## config.mk

```make
export PLATFORM = sky130hd
export DESIGN_NAME = dmem_access_ctrl
export DESIGN_NICKNAME = d
export VERILOG_FILES = /design/src/rtl/dmem_access_ctrl.sv
export SDC_FILE = /design/constraint.sdc
export NUM_CORES = 1
export LEC_CHECK = 0
export ABC_AREA = 1
export CAP_MARGIN = 20
export CORE_MARGIN = 1
export CORE_UTILIZATION = 44
export DETAILED_ROUTE_END_ITERATION = 12
export PLACE_DENSITY = 0.84
export SLEW_MARGIN = 20
export SYNTH_ARGS = -nofsm -noshare
export SYNTH_HDL_FRONTEND = slang
export SYNTH_SLANG_ARGS = --single-unit
```

## constraint.sdc

```tcl
create_clock -name clk -period 9.9 [get_ports clk]
set_clock_uncertainty 0.15 [all_clocks]
set_input_delay 1.485 -clock clk [delete_from_list [all_inputs] [get_ports clk]]
set_output_delay 1.485 -clock clk [all_outputs]
set_load 0.1 [all_outputs]
```

## src/rtl/dmem_access_ctrl.sv

```systemverilog
// Initiator-side data-memory controller: one load/store in flight, registered memory strobes.
// Optional out-of-range rejection is compiled in with `define DMEM_BOUNDS_CHECK_EN.
module dmem_access_ctrl #(
    parameter int DATA_W      = 32,
    parameter int MEM_SIZE    = 32,
    parameter int WAIT_CYCLES = 1
) (
    input  logic              clk,
    input  logic              rst,
    input  logic              req_valid,
    input  logic              req_write,
    input  logic [DATA_W-1:0] req_addr,
    input  logic [DATA_W-1:0] req_wdata,
    output logic              req_ready,
    output logic              resp_valid,
    output logic [DATA_W-1:0] resp_rdata,
    output logic              resp_err,
    output logic              stall,
    output logic [DATA_W-1:0] mem_address,
    output logic              mem_write,
    output logic              mem_read,
    output logic [DATA_W-1:0] mem_write_data,
    input  logic [DATA_W-1:0] mem_read_data,
    output logic [1:0]        dbg_state
);

    if (WAIT_CYCLES < 0 || WAIT_CYCLES > 15 || MEM_SIZE < 1) begin : g_param_check
        $error("dmem_access_ctrl: WAIT_CYCLES must be 0..15 and MEM_SIZE positive");
    end

    typedef enum logic [1:0] {
        ST_IDLE  = 2'd0,
        ST_ISSUE = 2'd1,
        ST_WAIT  = 2'd2,
        ST_RESP  = 2'd3
    } state_t;

    // Handshake: a request transfers on a rising edge where req_valid && req_ready;
    // req_ready is high only in IDLE and the requester holds req_valid until then.
    state_t            state_q, state_d;
    logic [3:0]        cnt_q, cnt_d;
    logic [DATA_W-1:0] addr_q, addr_d;
    logic [DATA_W-1:0] wdata_q, wdata_d;
    logic [DATA_W-1:0] rdata_q, rdata_d;
    logic              wr_q, wr_d;
    logic              err_q, err_d;
    logic              mem_write_q, mem_write_d;
    logic              mem_read_q, mem_read_d;
    logic              resp_valid_q, resp_valid_d;
    logic              oob;

`ifdef DMEM_BOUNDS_CHECK_EN
    assign oob = (req_addr >= DATA_W'(MEM_SIZE));
`else
    assign oob = 1'b0;
`endif

    always_ff @(posedge clk or posedge rst) begin
        if (rst) begin
            state_q <= ST_IDLE;
        end else begin
            state_q <= state_d;
        end
    end

    always_comb begin
        state_d = state_q;
        cnt_d   = cnt_q;
        addr_d  = addr_q;
        wr_d    = wr_q;
        wdata_d = wdata_q;
        rdata_d = rdata_q;
        err_d   = err_q;
        case (state_q)
            ST_IDLE: begin
                if (req_valid) begin
                    addr_d  = req_addr;
                    wr_d    = req_write;
                    wdata_d = req_wdata;
                    err_d   = oob;
                    if (oob) begin
                        rdata_d = '0;
                        state_d = ST_RESP;
                    end else begin
                        state_d = ST_ISSUE;
                    end
                end
            end
            ST_ISSUE: begin
                if (wr_q) begin
                    state_d = ST_RESP;
                end else if (WAIT_CYCLES == 0) begin
                    rdata_d = mem_read_data;
                    state_d = ST_RESP;
                end else begin
                    cnt_d   = 4'(WAIT_CYCLES);
                    state_d = ST_WAIT;
                end
            end
            ST_WAIT: begin
                cnt_d = cnt_q - 4'd1;
                if (cnt_q == 4'd1) begin
                    rdata_d = mem_read_data;
                    state_d = ST_RESP;
                end
            end
            ST_RESP: state_d = ST_IDLE;
            default: state_d = ST_IDLE;
        endcase
    end

    // Strobes are computed from the next state so they leave a flop and stay clean for whole periods.
    always_comb begin
        mem_write_d  = (state_d == ST_ISSUE) && wr_d;
        mem_read_d   = ((state_d == ST_ISSUE) || (state_d == ST_WAIT)) && !wr_d;
        resp_valid_d = (state_d == ST_RESP);
    end

    always_ff @(posedge clk or posedge rst) begin
        if (rst) begin
            cnt_q        <= '0;
            addr_q       <= '0;
            wdata_q      <= '0;
            rdata_q      <= '0;
            wr_q         <= 1'b0;
            err_q        <= 1'b0;
            mem_write_q  <= 1'b0;
            mem_read_q   <= 1'b0;
            resp_valid_q <= 1'b0;
        end else begin
            cnt_q        <= cnt_d;
            addr_q       <= addr_d;
            wdata_q      <= wdata_d;
            rdata_q      <= rdata_d;
            wr_q         <= wr_d;
            err_q        <= err_d;
            mem_write_q  <= mem_write_d;
            mem_read_q   <= mem_read_d;
            resp_valid_q <= resp_valid_d;
        end
    end

    assign req_ready      = (state_q == ST_IDLE);
    assign stall          = (state_q == ST_ISSUE) || (state_q == ST_WAIT);
    assign resp_valid     = resp_valid_q;
    assign resp_rdata     = rdata_q;
    assign resp_err       = err_q;
    assign mem_address    = addr_q;
    assign mem_write      = mem_write_q;
    assign mem_read       = mem_read_q;
    assign mem_write_data = wdata_q;
    assign dbg_state      = state_q;

endmodule

```

======== Word level (Yosys, flattened, before mapping) ========
Index checks and enable logic that the tools add are counted.
word-level totals
  output and inout bits ................... 104
  bits in registers ....................... 106
operators by class
  eq/ne operators ......................... 8
  add/subtract/negate cells ............... 1
  reductions and logical operators ........ 10
  muxes and demuxes ....................... 8
operators with widths
  operator                                                            count
  2-bit == test, second input constant                                4
  2-bit case mux with 4 select lines                                  1
  4-bit case mux with 2 select lines                                  1
  2-bit AND reduction                                                 3
  2-bit by 1-bit == test with 1-bit output, second input constant     2
  4-bit by 1-bit == test with 1-bit output, second input constant     1
  2-bit two-way mux                                                   2
  4-bit two-way mux                                                   1
  4-bit by 1-bit subtractor with 4-bit output, second input constant  1
  1-bit two-way mux                                                   3
  1-bit logical AND                                                   2
  2-bit logical NOT                                                   1
  1-bit logical OR                                                    2
  2-bit != test, second input constant                                1
  2-bit nonzero test                                                  1
  1-bit logical NOT                                                   1

======== Logic depth before layout (Yosys ltp) ========
Gate-level depths: netlist (run 1).
  depth in word-level cells ............... 6
  mapped depth ............................ 9
  mapped depth without buffers ............ 8

======== Least setup slack after synthesis (run 1) ========
OpenSTA, ideal clock, no wires.
  path type ............................... register to output
  start ................................... reg state_q[0], in the netlist dbg_state[0]
  end ..................................... out stall
  data required time ...................... 8,265 ps
  setup slack ............................. 6,232 ps
  stages on the path, launching flop included .. 3
  path buffers ............................ 0
  data arrival time ....................... 2,033 ps
  path through ............................ dfrtp_1 > inv_1 > ha_1
on the way
  word-level cells in the longest chain between the ends .. 2
ends and longest elaborated chain
  element                                                                           RTL line  source
  from (decl)                                                                       40        state_t state_q, state_d;
  from (signal assigned)                                                            62        state_q <= state_d;
  2-bit by 1-bit == test with 1-bit output / 2-bit == test (equally long branches)  144       assign stall = (state_q == ST_ISSUE) || (state_q == ST_WAIT);
  1-bit logical OR *                                                                144
  to (decl)                                                                         18        output logic stall,
Every way passes the cells marked *; elsewhere a longest branch is shown, timed or not.

======== Final worst setup path (run 1) ========
  start ................................... reg state_q[0], in the netlist dbg_state[0]
  end ..................................... out req_ready
on the way
  word-level cells in the longest chain between the ends .. 1
ends and longest elaborated chain
  element            RTL line  source
  2-bit logical NOT  143       assign req_ready = (state_q == ST_IDLE);
  to (decl)          14        output logic req_ready,
No other way between the ends.

==> impl_metrics.ini, run 1 <==
[clock_tree]
post-cts-setup-buffers = 0
root_buffer = clkbuf_8
cts_tree = done
cts_sinks = 106
clock_latency_ns = 0.35
post_cts_resized = 0
cts.path.max_buffers = 2
clk_pin_slew_worst_paths_ns = 0.10
ctsHoldBuffers = 0
h-tree-depth = 3
cts_made_buffers = 9

[detailed_routing]
viasPerCell = 4.64
drt_iter0_markers = 79
num_vias = 3065
drc_errors = 0
dr.pass1.iters = 4
wl_um = 10200
wl_per_cell_um = 15.4
postRouteAntennaNets = 0

[final_layout]
seq_area_um2 = 2650
nFillCells = 652
antenna_cells = 0
area_delta_synth_final_pct = 56.2
layout_commonest_cell = clkdlybuf4s50_1
multi_input_area_um2 = 1500
final_cell_mix = 202 x clkdlybuf4s50_1, 106 x dfrtp_1, 104 x nand2_1, 49 x mux2_4, 15 x mux2_2
drive_gt1_share_pct = 16.0
nets = 635
finalInstanceArea_um2 = 6710

[setup_path]
crit_path_start_kind = flip-flop
r2r_cells = 6
timing.critical_path.to_type = output pin
r2r-end = mem_write
path_max_fanout = 5
r2r_setup_slack_ns = 7.34
crit_type = flip-flop to output pin
critPathCapture = req_ready
r2r-start = dbg_state[0]
arrival_ns = 2.36
cp-startpoint = dbg_state[0]
required_ns = 8.27

[yosys]
synth.area.mux_share_pct = 21.1
synthDistinctLibCells = 21
yosys.area_share.adder_pct = 2.04
yosys.area_share.simple_pct = 10.2
synth-xor-area-share_pct = 0.204
synth_compound_area_share_pct = 1.14
synth_nets = 434
synth.avg_cell_area_um2 = 13.1
ys_ff_latch = 106
syn-cell-area_um2 = 4290
seq_area_frac_synth_pct = 61.8
ys_warn_count = 0
syn_inst = 327
synth_top_family_by_area = multiplexers

[run]
drv_cap = 0

[placed_design]
port_buffers = 202
dpl.hpwl_um = 7340
gp_congestion = 0.746
placed_area_um2 = 6390

[min_path]
hold_class = flip-flop to flip-flop

[die]
design.die.area_um2 = 10200
ios = 204
coreArea_um2 = 9330
initial_utilization_pct = 46.0
rows = 35
die_width_um = 101
die_y_um = 101

[global_route]
antenna_found_initial = 0
grt_pass1_vias = 3197
grt_start_max_net_pins = 87
grt_pass1_wl_um = 16200
grt_use_total_pct = 20.8
grt_overflow = 0

[sta]
clock.fmax_ghz = 0.250
setup-violations-final = 0
rsz0062_at_grt = no
period_share_pct = 40.4
fin_crit_ns = 4.00
slew_headroom_pct = 30.6
tightest_slew_ns = 1.04
finalMaxSlewViolations = 0
hold_violations = 0
setup_tns_ns = 0

[outcome]
outcome = completed
synth_stat cells:
library cell / number / area, µm²
buf_4: 1 / 7.51
dfrtp_1: 106 / 2650
nand3_2: 1 / 10.0
xor2_1: 1 / 8.76
nor3_1: 1 / 5.00
a21oi_1: 4 / 20.0
nand3_1: 3 / 15.0
ha_1: 7 / 87.6
mux2_4: 49 / 736
inv_1: 10 / 37.5
nor2_1: 4 / 15.0
clkbuf_1: 3 / 11.3
inv_2: 1 / 3.75
o22ai_1: 1 / 6.26
conb_1: 1 / 3.75
mux2_2: 15 / 169
o21ai_0: 3 / 15.0
buf_6: 6 / 67.6
a21boi_0: 1 / 7.51
buf_2: 4 / 20.0
nand2_1: 105 / 394
metrics by stage:
step                worst slack (ns)  hold WS [ns]  instances  utilization, %
global placement                6.29         0.313        645            68.5
global route                    5.77         0.354        661            71.9
detailed placement              6.29         0.318        645            68.5
CTS                             5.88         0.346        660            71.6
floorplan                       5.48         0.349        327               -
finish                          5.90         0.338        661            71.9
state kept, by name (all words and copies together), names as in the netlist:
name,cells
resp_valid,1
mem_read,1
wr_q,1
mem_write,1
mem_address,32
resp_rdata,32
mem_write_data,32
cnt_q,4
dbg_state,2
how the worst min path moves through the flow:
stage	start	end	slack [ns]	cells after the start
after floorplan	wr_q	wr_q	0.35	2
after global placement	resp_rdata[8]	resp_rdata[8]	0.31	2
after detailed placement	resp_rdata[25]	resp_rdata[25]	0.32	2
after CTS	resp_rdata[5]	resp_rdata[5]	0.35	2
after global routing	resp_rdata[17]	resp_rdata[17]	0.35	2
final	resp_rdata[8]	resp_rdata[8]	0.34	2
worst max-delay path, cell delays in order, from the launching register on:
cell,delay [ns]
dfrtp_1,0.43
inv_1,0.10
ha_1,0.28
clkdlybuf4s50_1,1.20
layer usage:
metal | vias to the layer above | global-route usage [%] | wire length (µm)
li1 | 1456 | - | -
met1 | 1459 | 26.5 | 4170
met2 | 135 | 33.6 | 4970
met3 | 15 | 6.45 | 844
met4 | 0 | 7.47 | 180
met5 | - | 0 | 0
logic make-up after synthesis:
family                   Yosys count
buffers and inverters             25
other                              1
adder cells (fa/ha/maj)            7
XOR/XNOR                           1
flip-flops                       106
AND/OR/NAND/NOR                  114
multiplexers                      64
AO/OA/AOI/OAI                      9
cell type report:
| type | instances | share of cell area (%) |
|---|---|---|
| Sequential cell | 106 | 39.6 |
| Timing Repair Buffer | 204 | 30.7 |
| Multi-Input combinational cell | 196 | 22.4 |
| Tap cell | 129 | 2.41 |
| Clock inverter | 5 | 2.24 |
| Clock buffer | 10 | 2.05 |
| Inverter | 11 | 0.653 |
Power of run 1 is left out: the tool's default activity adds up to more than one toggle a clock period on the data nets, which glitch-free logic cannot reach.
==> run 2, diff against run 1 <==
--- a/config.mk
+++ b/config.mk
@@ -8,9 +8,9 @@
 export ABC_AREA = 1
 export CAP_MARGIN = 20
 export CORE_MARGIN = 1
-export CORE_UTILIZATION = 44
+export CORE_UTILIZATION = 41
 export DETAILED_ROUTE_END_ITERATION = 12
-export PLACE_DENSITY = 0.84
+export PLACE_DENSITY = 0.79
 export SLEW_MARGIN = 20
 export SYNTH_ARGS = -nofsm -noshare
 export SYNTH_HDL_FRONTEND = slang
==> constraint.sdc (replaced) <==
create_clock -name clk -period 3.8 [get_ports clk]
set_clock_uncertainty 0.15 [all_clocks]
set_input_delay 0.57 -clock clk [delete_from_list [all_inputs] [get_ports clk]]
set_output_delay 0.57 -clock clk [all_outputs]
set_load 0.1 [all_outputs]
==> run 2 against run 1 <==
  * Die area rose by 7.2%
  * Cell count up 0.76%
  * First-iteration DRC count up 6.3%
  * Largest cell class unchanged
==> impl_metrics.ini, run 2 (synthesized netlist as in run 1, its figures left out) <==
[detailed_routing]
viasPerCell = 4.69
postRouteAntennaNets = 0
drt_iter0_markers = 84
num_vias = 3125
dr.pass1.iters = 5
wl_um = 10400
drc_errors = 0
wl_per_cell_um = 15.6

[setup_path]
path_buf_inv = 1
path_max_fanout = 5
critPathSlowestCell = clkdlybuf4s50_1
r2r_setup_slack_ns = 1.38
r2r_cells = 4
timing.critical_path.to_type = output pin
crit_path_start_kind = flip-flop
crit_type = flip-flop to output pin
max_stage_delay_ns = 1.19
r2r-end = mem_address[17]
r2r-start = dbg_state[0]
critPathTopFamily = buffers and inverters
arrival_ns = 2.00
path_cells = clkdlybuf4s50_1
required_ns = 3.08

[die]
die_y_um = 104
rows = 36
initial_utilization_pct = 43.1
ios = 204
coreArea_um2 = 9950
design.die.area_um2 = 10900
die_width_um = 104

[global_route]
grt_overflow = 0
grt_use_total_pct = 19.9
grt_start_max_net_pins = 70
antenna_found_initial = 0
grt_pass1_vias = 3349
grt_pass1_wl_um = 16900

[clock_tree]
root_buffer = clkbuf_8
clk_pin_slew_worst_paths_ns = 0.10
cts.path.max_buffers = 2
cts_sinks = 106
post_cts_resized = 0
h-tree-depth = 3
ctsHoldBuffers = 0
cts_tree = done
cts_made_buffers = 9
post-cts-setup-buffers = 0
clock_latency_ns = 0.35

[placed_design]
port_buffers = 202
gp_congestion = 0.791
dpl.hpwl_um = 7520

[sta]
rsz0062_at_grt = no
hold_violations = 0
slew_headroom_pct = 24.1
finalMaxSlewViolations = 0
setup_tns_ns = 0
period_share_pct = 71.7
fin_crit_ns = 2.72
clock.fmax_ghz = 0.367
setup-violations-final = 0
tightest_slew_ns = 1.14

[outcome]
outcome = completed

[final_layout]
antenna_cells = 0
final_cell_mix = 200 x clkdlybuf4s50_1, 106 x dfrtp_1, 104 x nand2_1, 49 x mux2_4, 15 x mux2_2
nets = 635
area_delta_synth_final_pct = 54.5
layout_commonest_cell = clkdlybuf4s50_1
drive_gt1_share_pct = 16.5

[min_path]
min_path_cells = 2
hold_path_end = resp_rdata[3]
min_from = resp_rdata[3]
hold_class = flip-flop to flip-flop

[run]
drv_cap = 0
-- run 2: tightest hold or removal path, stage by stage (launching register included) --
cell     delay, ns
dfrtp_1       0.36
nand2_1       0.05
nand2_1       0.05
-- run 2: area by class of cell --
class                   count  area [µm²]
inverters                  11        43.8
repair buffers            204        2040
multi-input cells         196        1500
clock inverters             6        88.8
well taps                 133         166
fillers                   726        3320
clock buffers              10         138
flip-flops and latches    106        2650
-- run 2: worst max-delay path by stage --
stage / from / to / slack [ns] / cells past startpoint
after global routing: dbg_state[0] / dbg_state[0] / 1.01 / 1
after CTS: dbg_state[0] / dbg_state[0] / 1.05 / 1
after floorplan: rst / cnt_q[0] / 0.29 / 1
after detailed placement: req_valid / mem_address[26] / 1.18 / 3
after global placement: req_valid / mem_address[27] / 1.21 / 3
final: dbg_state[0] / dbg_state[0] / 1.08 / 1
-- run 2: layer usage --
layer | share of wire (%) | routed length, µm | track usage (%) | vias up
met1 | 43 | 4490 | 24.7 | 1495
met5 | 0 | 0 | 0 | -
met4 | 1.5 | 157 | 8.37 | 0
met3 | 8.9 | 928 | 6.70 | 17
li1 | - | - | - | 1457
met2 | 46 | 4810 | 31.6 | 156
-- run 2: per-stage QoR --
step                      utilization (%)  std cells  cell area, µm²  worst slack [ns]  hold slack (ns)
after global routing                 66.6        666            6630              1.01            0.362
final                                66.6        666            6630              1.08            0.341
after CTS                            66.6        666            6630              1.05            0.343
after floorplan                         -        327            4290             0.291            0.349
after detailed placement             64.4        650            6410              1.18            0.317
after global placement               64.4        650            6410              1.21            0.311
Power of run 2 is left out for the same reason.
==> run 3, diff against run 2 <==
--- a/config.mk
+++ b/config.mk
@@ -8,9 +8,9 @@
 export ABC_AREA = 1
 export CAP_MARGIN = 20
 export CORE_MARGIN = 1
-export CORE_UTILIZATION = 41
+export CORE_UTILIZATION = 37
 export DETAILED_ROUTE_END_ITERATION = 12
-export PLACE_DENSITY = 0.79
+export PLACE_DENSITY = 0.76
 export SLEW_MARGIN = 20
 export SYNTH_ARGS = -nofsm -noshare
 export SYNTH_HDL_FRONTEND = slang
==> constraint.sdc (replaced) <==
create_clock -name clk -period 2.4 [get_ports clk]
set_clock_uncertainty 0.15 [all_clocks]
set_input_delay 0.36 -clock clk [delete_from_list [all_inputs] [get_ports clk]]
set_output_delay 0.36 -clock clk [all_outputs]
set_load 0.1 [all_outputs]
==> run 3 against run 2 <==
  * Flip-flop and latch count is the same
  * Core utilization is 7.4 points lower
  * Worst hold slack worse by 0.067 ns
  * Cell count grew 1.7%
==> impl_metrics.ini, run 3 (synthesized netlist as in run 1, its figures left out) <==
[min_path]
hold_class = input pin to asynchronous set/reset pin

[die]
rows = 38
initial_utilization_pct = 38.8
design.die.area_um2 = 12000
die_y_um = 110
coreArea_um2 = 11100
die_width_um = 110
ios = 204

[detailed_routing]
drt_iter0_markers = 126
postRouteAntennaNets = 0
wl_per_cell_um = 15.0
drc_errors = 0
dr.pass1.iters = 6
viasPerCell = 4.51
wl_um = 10100
num_vias = 3050

[setup_path]
critPathSlowestCell = dfrtp_2
required_ns = 1.89
crit_path_start_kind = flip-flop
cp-startpoint = dbg_state[0]
path_cells = inv_1 > ha_4 > buf_4
timing.critical_path.to_type = output pin
path_buf_inv = 2
cp.depth = 3
crit_type = flip-flop to output pin
arrival_ns = 1.39
r2r-start = dbg_state[0]
r2r_cells = 6
critPathTopFamily = flip-flops
path_max_fanout = 5
max_stage_delay_ns = 0.44

[global_route]
grt_overflow = 0
grt_pass1_wl_um = 15400
grt_start_max_net_pins = 44
grt_use_total_pct = 17.2
antenna_found_initial = 0
grt_pass1_vias = 3111

[placed_design]
dp.cells = 662
dpl.hpwl_um = 7530
place_ws_ns = 0.400
gp_congestion = 0.696
port_buffers = 202

[run]
drv_cap = 0

[clock_tree]
h-tree-depth = 3
cts_sinks = 106
post-cts-setup-buffers = 0
clk_pin_slew_worst_paths_ns = 0.07
cts.path.max_buffers = 2
post_cts_resized = 0
ctsHoldBuffers = 0
cts_tree = done
cts_made_buffers = 9
root_buffer = clkbuf_16
clock_latency_ns = 0.35

[sta]
whs_ns = 0.274
setup-violations-final = 0
clock.fmax_ghz = 0.525
fin_ws_ns = 0.496
slew_headroom_pct = 59.5
hold_violations = 0
setup_tns_ns = 0
tightest_slew_ns = 0.607
fin_crit_ns = 1.90
period_share_pct = 79.3
finalMaxSlewViolations = 0
rsz0062_at_grt = no

[final_layout]
multi_input_area_um2 = 1510
nets = 640
final_cell_mix = 104 x nand2_1, 104 x dfrtp_1, 104 x buf_4, 99 x clkdlybuf4s50_1, 49 x mux2_4
seq_area_um2 = 2660
nFillCells = 886
drive_gt1_share_pct = 36.1
final_cell_count_no_fill = 677
area_delta_synth_final_pct = 53.0
antenna_cells = 0

[outcome]
outcome = completed
run 3: changes by cell type in the layout (fill, tap and decap cells not counted), sizes merged:
cell	change
buf	+106
bufinv	-1
clkinvlp	+1
clkdlybuf4s50	-101
clkbuf	+1
inv	-2
run 3: worst paths after layout:
kind	to	slack, ns
setup reg to reg	mem_write	0.53
min in group clk	resp_rdata[0]	0.33
setup / recovery	req_ready	0.50
hold / removal	mem_address[26]	0.27
max in group asynchronous	dbg_state[1]	1.20
hold reg to reg	resp_rdata[0]	0.33
run 3: worst reg2reg max path, delay by kind of cell, from the launching register on:
kind            cells  cell delay, ns
simple gates        1            0.13
buf+inv             1            0.13
fa+ha+maj           2            0.49
compound gates      2            0.46
flops               1            0.44
run 3: metrics by stage:
| step | area (µm²) | util (%) |
|---|---|---|
| 2_1_floorplan | 4310 | - |
| 3_3_place_gp | 6280 | 56.7 |
| 3_5_place_dp | 6280 | 56.7 |
| 4_1_cts | 6570 | 59.3 |
| 5_1_grt | 6570 | 59.3 |
| 6_report | 6570 | 59.3 |
run 3: cell type report:
cell class | instances | share of cell area, %
Clock buffer | 11 | 3.54
Inverter | 11 | 0.686
Clock inverter | 4 | 0.819
Multi-Input combinational cell | 196 | 23.0
Tap cell | 140 | 2.67
Timing Repair Buffer | 209 | 28.8
Sequential cell | 106 | 40.4
run 3: metal layers:
layer | global-route usage [%] | share of wire [%] | vias up
met5 | 0 | 0 | -
met2 | 29.6 | 50 | 119
met4 | 5.33 | 1.7 | 0
met3 | 6.40 | 7.9 | 13
li1 | - | - | 1468
met1 | 19.9 | 41 | 1450
Power of run 3 is left out for the same reason.
